## config.mk

```make
export PLATFORM = sky130hd
export DESIGN_NAME = merge_stream_fifo
export DESIGN_NICKNAME = d
export VERILOG_FILES = /design/src/rtl/merge_stream_fifo.sv
export SDC_FILE = /design/constraint.sdc
export NUM_CORES = 2
export LEC_CHECK = 0
export CORE_MARGIN = 1
export CORE_UTILIZATION = 45
export DETAILED_ROUTE_END_ITERATION = 6
export DONT_BUFFER_PORTS = 1
export SYNTH_ARGS = -nofsm -noshare
export SYNTH_HDL_FRONTEND = slang
export SYNTH_SLANG_ARGS = --single-unit
export TNS_END_PERCENT = 100
```

## constraint.sdc

```tcl
create_clock -name clk -period 6.6 [get_ports clk]
set_input_delay 0 -clock clk [delete_from_list [all_inputs] [get_ports clk]]
set_output_delay 0 -clock clk [all_outputs]
set_load 0.005 [all_outputs]
```

## src/rtl/merge_stream_fifo.sv

```systemverilog
// merge_stream_fifo: four per-port input FIFOs merged into one stream
// by a packet-level round-robin arbiter, tagged with the source index.
module merge_stream_fifo #(
  parameter int unsigned WIDTH       = 16,
  parameter int unsigned FIFO_SIZE   = 5,
  parameter logic [3:0]  ACTIVE_MASK = 4'b1111
) (
  input  logic             clk,
  input  logic             reset,
  input  logic             clear,
  input  logic [WIDTH-1:0] i0_tdata,
  input  logic             i0_tlast,
  input  logic             i0_tvalid,
  output logic             i0_tready,
  input  logic [WIDTH-1:0] i1_tdata,
  input  logic             i1_tlast,
  input  logic             i1_tvalid,
  output logic             i1_tready,
  input  logic [WIDTH-1:0] i2_tdata,
  input  logic             i2_tlast,
  input  logic             i2_tvalid,
  output logic             i2_tready,
  input  logic [WIDTH-1:0] i3_tdata,
  input  logic             i3_tlast,
  input  logic             i3_tvalid,
  output logic             i3_tready,
  output logic [WIDTH-1:0] o_tdata,
  output logic             o_tlast,
  output logic             o_tvalid,
  input  logic             o_tready,
  output logic [1:0]       o_tsrc
);

  localparam int unsigned DEPTH = 1 << FIFO_SIZE;

  typedef enum logic {
    IDLE,
    PASS
  } state_e;

  logic flush;
  assign flush = !reset || clear;

  logic [WIDTH-1:0] in_data [4];
  logic [3:0]       in_last;
  logic [3:0]       in_valid;
  logic [3:0]       in_ready;

  logic [WIDTH-1:0] f_data [4];
  logic [3:0]       f_last;
  logic [3:0]       f_valid;
  logic [3:0]       f_pop;

  assign in_data[0] = i0_tdata;
  assign in_data[1] = i1_tdata;
  assign in_data[2] = i2_tdata;
  assign in_data[3] = i3_tdata;
  assign in_last    = {i3_tlast, i2_tlast,
                       i1_tlast, i0_tlast};
  assign in_valid   = {i3_tvalid, i2_tvalid,
                       i1_tvalid, i0_tvalid};

  assign i0_tready = in_ready[0];
  assign i1_tready = in_ready[1];
  assign i2_tready = in_ready[2];
  assign i3_tready = in_ready[3];

  for (genvar k = 0; k < 4; k++) begin : g_port
    if (ACTIVE_MASK[k]) begin : g_fifo
      localparam logic [FIFO_SIZE-1:0] PTR_ONE = 1;
      localparam logic [FIFO_SIZE:0]   CNT_ONE = 1;

      logic [WIDTH:0]       mem_q [DEPTH];
      logic [FIFO_SIZE-1:0] wr_q;
      logic [FIFO_SIZE-1:0] wr_d;
      logic [FIFO_SIZE-1:0] rd_q;
      logic [FIFO_SIZE-1:0] rd_d;
      logic [FIFO_SIZE:0]   cnt_q;
      logic [FIFO_SIZE:0]   cnt_d;
      logic                 push;

      // Count reaches DEPTH only when its top bit is set.
      assign in_ready[k] = reset && !clear
                           && !cnt_q[FIFO_SIZE];
      assign push        = in_valid[k] && in_ready[k];
      assign f_valid[k]  = (cnt_q != '0);
      assign {f_last[k], f_data[k]} = mem_q[rd_q];

      // Pointer and occupancy next-state.
      always_comb begin
        wr_d  = wr_q;
        rd_d  = rd_q;
        cnt_d = cnt_q;
        if (push) begin
          wr_d = wr_q + PTR_ONE;
        end
        if (f_pop[k]) begin
          rd_d = rd_q + PTR_ONE;
        end
        unique case ({push, f_pop[k]})
          2'b10:   cnt_d = cnt_q + CNT_ONE;
          2'b01:   cnt_d = cnt_q - CNT_ONE;
          default: cnt_d = cnt_q;
        endcase
      end

      // Pointer and occupancy registers.
      always_ff @(posedge clk) begin
        if (flush) begin
          wr_q  <= '0;
          rd_q  <= '0;
          cnt_q <= '0;
        end else begin
          wr_q  <= wr_d;
          rd_q  <= rd_d;
          cnt_q <= cnt_d;
        end
      end

      // Storage; contents are meaningless while empty.
      always_ff @(posedge clk) begin
        if (push) begin
          mem_q[wr_q] <= {in_last[k], in_data[k]};
        end
      end
    end else begin : g_off
      logic unused_k;
      assign unused_k = ^{in_data[k], in_last[k],
                          in_valid[k], f_pop[k]};
      assign in_ready[k] = 1'b0;
      assign f_valid[k]  = 1'b0;
      assign f_last[k]   = 1'b0;
      assign f_data[k]   = '0;
    end
  end

  state_e     state_q;
  state_e     state_d;
  logic [1:0] grant_q;
  logic [1:0] grant_d;
  logic [1:0] last_q;
  logic [1:0] last_d;
  logic       hit;
  logic [1:0] pick;
  logic [1:0] cand;

  // Rotating search starting just after the last served port.
  always_comb begin
    hit  = 1'b0;
    pick = '0;
    cand = '0;
    for (int i = 1; i <= 4; i++) begin
      cand = last_q + 2'(i);
      if (!hit && f_valid[cand]
          && ACTIVE_MASK[cand]) begin
        hit  = 1'b1;
        pick = cand;
      end
    end
  end

  // Arbiter next-state and FIFO pop.
  always_comb begin
    state_d = state_q;
    grant_d = grant_q;
    last_d  = last_q;
    f_pop   = '0;
    unique case (state_q)
      IDLE: begin
        if (hit) begin
          grant_d = pick;
          state_d = PASS;
        end
      end
      PASS: begin
        if (f_valid[grant_q] && o_tready) begin
          f_pop[grant_q] = 1'b1;
          if (f_last[grant_q]) begin
            last_d  = grant_q;
            state_d = IDLE;
          end
        end
      end
      default: state_d = IDLE;
    endcase
  end

  // Arbiter registers; port 0 has first priority after flush.
  always_ff @(posedge clk) begin
    if (flush) begin
      state_q <= IDLE;
      grant_q <= '0;
      last_q  <= 2'd3;
    end else begin
      state_q <= state_d;
      grant_q <= grant_d;
      last_q  <= last_d;
    end
  end

  assign o_tvalid = (state_q == PASS)
                    && f_valid[grant_q];
  assign o_tdata  = f_data[grant_q];
  assign o_tlast  = f_last[grant_q];
  assign o_tsrc   = grant_q;

endmodule

```

==> run metrics <==
result of the run=finished, final reports clean; initial detailed-routing violation count=3796; Yosys warnings=0; Final HPWL DP=between 100 and 150 mm; wire length of the first global-routing pass=roughly 290 mm; insertion delay to the later sink of the worst-skew pair=about 0.86 ns; main flop type after synthesis=edfxtp_1; classification of the worst setup path=reg2out; async set-reset flop share out of synthesis=0%; Total Wirelength=about 200 mm; max-cap violations=0; iteration count of the initial detailed-routing pass=5; Worst-path clk slew=~0.06 ns; RSZ-0062 raised after global routing=no; number of ports placed on the die boundary=100; area added between synthesis and finish=13.97%; largest family of logic cells by synthesized area=multiplexers; highest routing layer actually used=met5; height of the die=roughly 440 um; number of nets in the finished design=roughly 4200; number of buffers inserted by post-CTS setup repair=0; leakage component of the power=around 30 nW; CTS tree=built; count of final hold-check violations=0; mux contribution to synthesized area=approximately 18%; synthesized flop and latch total=~2300; Clock Root Buffer=clkbuf_16; number of enable-type register cells in the synthesized netlist=between 2000 and 2500; biggest area contributors in the synthesized netlist=edfxtp_1, mux4_2, dfxtp_1; Synth Net Count=between 3000 and 4000; worst hold-check slack=just under 0.05 ns; vias in the first global route=about 41000; P per Cell Area=a little under 300 mW/mm^2; combined area of the multi-input logic cells=between 0.015 and 0.02 mm^2; Placed Instances=around 6300; count of mapped cells out of synthesis=slightly below 4000; share of the synthesized netlist area taken by xor and xnor gates=0.5194%; met2 routed wirelength=98.10 mm; part of the Yosys area used for sequential elements=about three quarters; required time at the worst-slack endpoint=~6.6 ns; fraction of the mapped netlist area in simple logic gates=around 2.1%; number of vias in the routed layout=about 40000; portion of the clock cycle consumed by the worst path in the final layout=about three quarters; count of clock tree sinks=between 2000 and 2500; filler instances=14870; Achievable Freq=between 200 and 250 MHz; library cell occupying the most area in the post-synthesis netlist=edfxtp_1; area of the core=roughly 0.19 mm^2; Critical Path Start Type=register; Layout Skew=0.03534 ns; non-filler instance count after layout=between 6000 and 7000; transition time at the pin with the least slew margin=between 1 and 1.5 ns; remaining design rule violation count=0; pin count of the biggest net entering global routing=approximately 110; Port Buf Inserts=0; initial antenna violation count=18; summed negative setup slack over all endpoints=0 ns; Remaining Overflow, GRT=0; sort of element at the end of the critical path=output pin; signal arrival time at the worst endpoint=4.86 ns; layout cells sized above 1=a little under a third; Yosys top cell area share=74.52%; slew margin rel.=a little under a fifth; worst IR drop on VDD=~0.00023 V; Synth cell types=58; synthesized area per cell=between 20 and 25 um^2; area of all sequential standard cells=0.06717 mm^2; Post-Syn Area=approximately 0.09 mm^2; Final ANT Viol Nets=0; Die ar.=around 0.20 mm^2; crit-path max FO=56; die width=approximately 440 um; row count=161; worst-case register-to-register setup slack=about 2.5 ns; Via density=just under 6; most common library cell in the layout ignoring fill and taps=edfxtp_1; number of failing setup endpoints in the final timing report=0; level count of the clock H-tree=4; Min Clock Period, post-route=4.862 ns; sum of met3 wire segment lengths after detailed routing=roughly 11 mm; Post-Route M1 WL=86.40 mm; type of the worst min-delay path=in2reg; leading cell types in the layout, fill and taps excluded=edfxtp_1, mux4_2, clkbuf_16, buf_4, nor2_2; Slew Limit Fails=0; RD Place Congestion=approximately 0.8; number of buffers created by CTS=approximately 230; post-synthesis adder-cell area fraction=less than 1%; initial cell density of the core=45.43%; GRT Util Overall=approximately 21%; post-detailed-route wirelength per cell=29.30 um; area fraction in compound gates after synthesis=0.9661%; maximum buffer depth of the clock tree=3; Power, Total=slightly below 0.03 W
## cell usage after synthesis, types with 19 or more instances
cell and instances:
edfxtp_1 2176, mux4_2 672, nor2_1 224, clkbuf_1 96, dfxtp_1 89, nand2_1 80
mux2i_1 69, buf_2 55, buf_1 40, ha_1 32, xor2_1 32, a21oi_1 30
o21ai_0 22, xnor2_1 20, inv_1 19
## cells by family (layout without fill, tap and decap cells)
kind of cell | after synthesis | in the layout
buf+inv | 226 | 678
flops | 2265 | 2265
compound gates | 123 | 123
other cells | 0 | 8
simple gates | 408 | 408
fa+ha+maj | 32 | 32
mux | 754 | 754
xor+xnor | 52 | 52
## stage by stage
stage	cell area [um^2]	utilization (%)	setup slack (ns)
after detailed placement	91560	47.44	2.505
after CTS	99910	51.77	1.659
after global routing	99920	51.78	1.613
final	99930	51.78	1.738
after global placement	91560	47.44	2.557
after floorplan	87680	-	3.072
## per-layer routing
metal  up-vias  GRT usage (%)
met4        10          5.432
met2      1204          33.20
met5         -              0
met3       278          3.204
met1     21600          29.38
li1      16830              -
## power breakdown
part	total, W	switching, W	internal, W
combinational	0.000400	0.000313	0.0000874
sequential	0.0158	0.00000652	0.0158
clock	0.0127	0.00535	0.00739
total	0.0289	0.00567	0.0232
## worst paths after layout
path	from	cells after the start	end
hold / removal	clear	2	g_port[1].g_fifo.wr_q[4]
setup / recovery	register	6	o_tdata[15]
setup reg to reg	o_tsrc[0]	14	g_port[2].g_fifo.cnt_q[4]
hold reg to reg	g_port[3].g_fifo.rd_q[4]	2	register
## registers in the layout, summed over array words and instances (netlist names), named ones only
register and count:
g_port.g_fifo.mem_q 2176, g_port.g_fifo.cnt_q 24, g_port.g_fifo.rd_q 20, g_port.g_fifo.wr_q 20
last_q 2, o_tsrc 2, state_q 1
## critical path: stages, from the launching register on
cell and delay, ns:
dfxtp_4 0.69, buf_12 0.45, mux4_2 0.58, mux4_2 0.48, mux2_2 0.29, o211ai_1 0.94
o221ai_1 0.50
## timing repair
action | CTS | global route
hold endpoints to repair | 2253 | 0
hold buffers | 86 | 0
gates resized for setup | 0 | 0
## layout make-up
class,count,area share [%]
diodes,8,0.02003
clock buffers,285,6.080
clock inverters,138,1.335
inverters,22,0.08264
multi-input cells,1369,19.94
flip-flops and latches,2265,67.22
well taps,2526,3.163
repair buffers,233,2.159
Power figures use the tool's default switching activity.
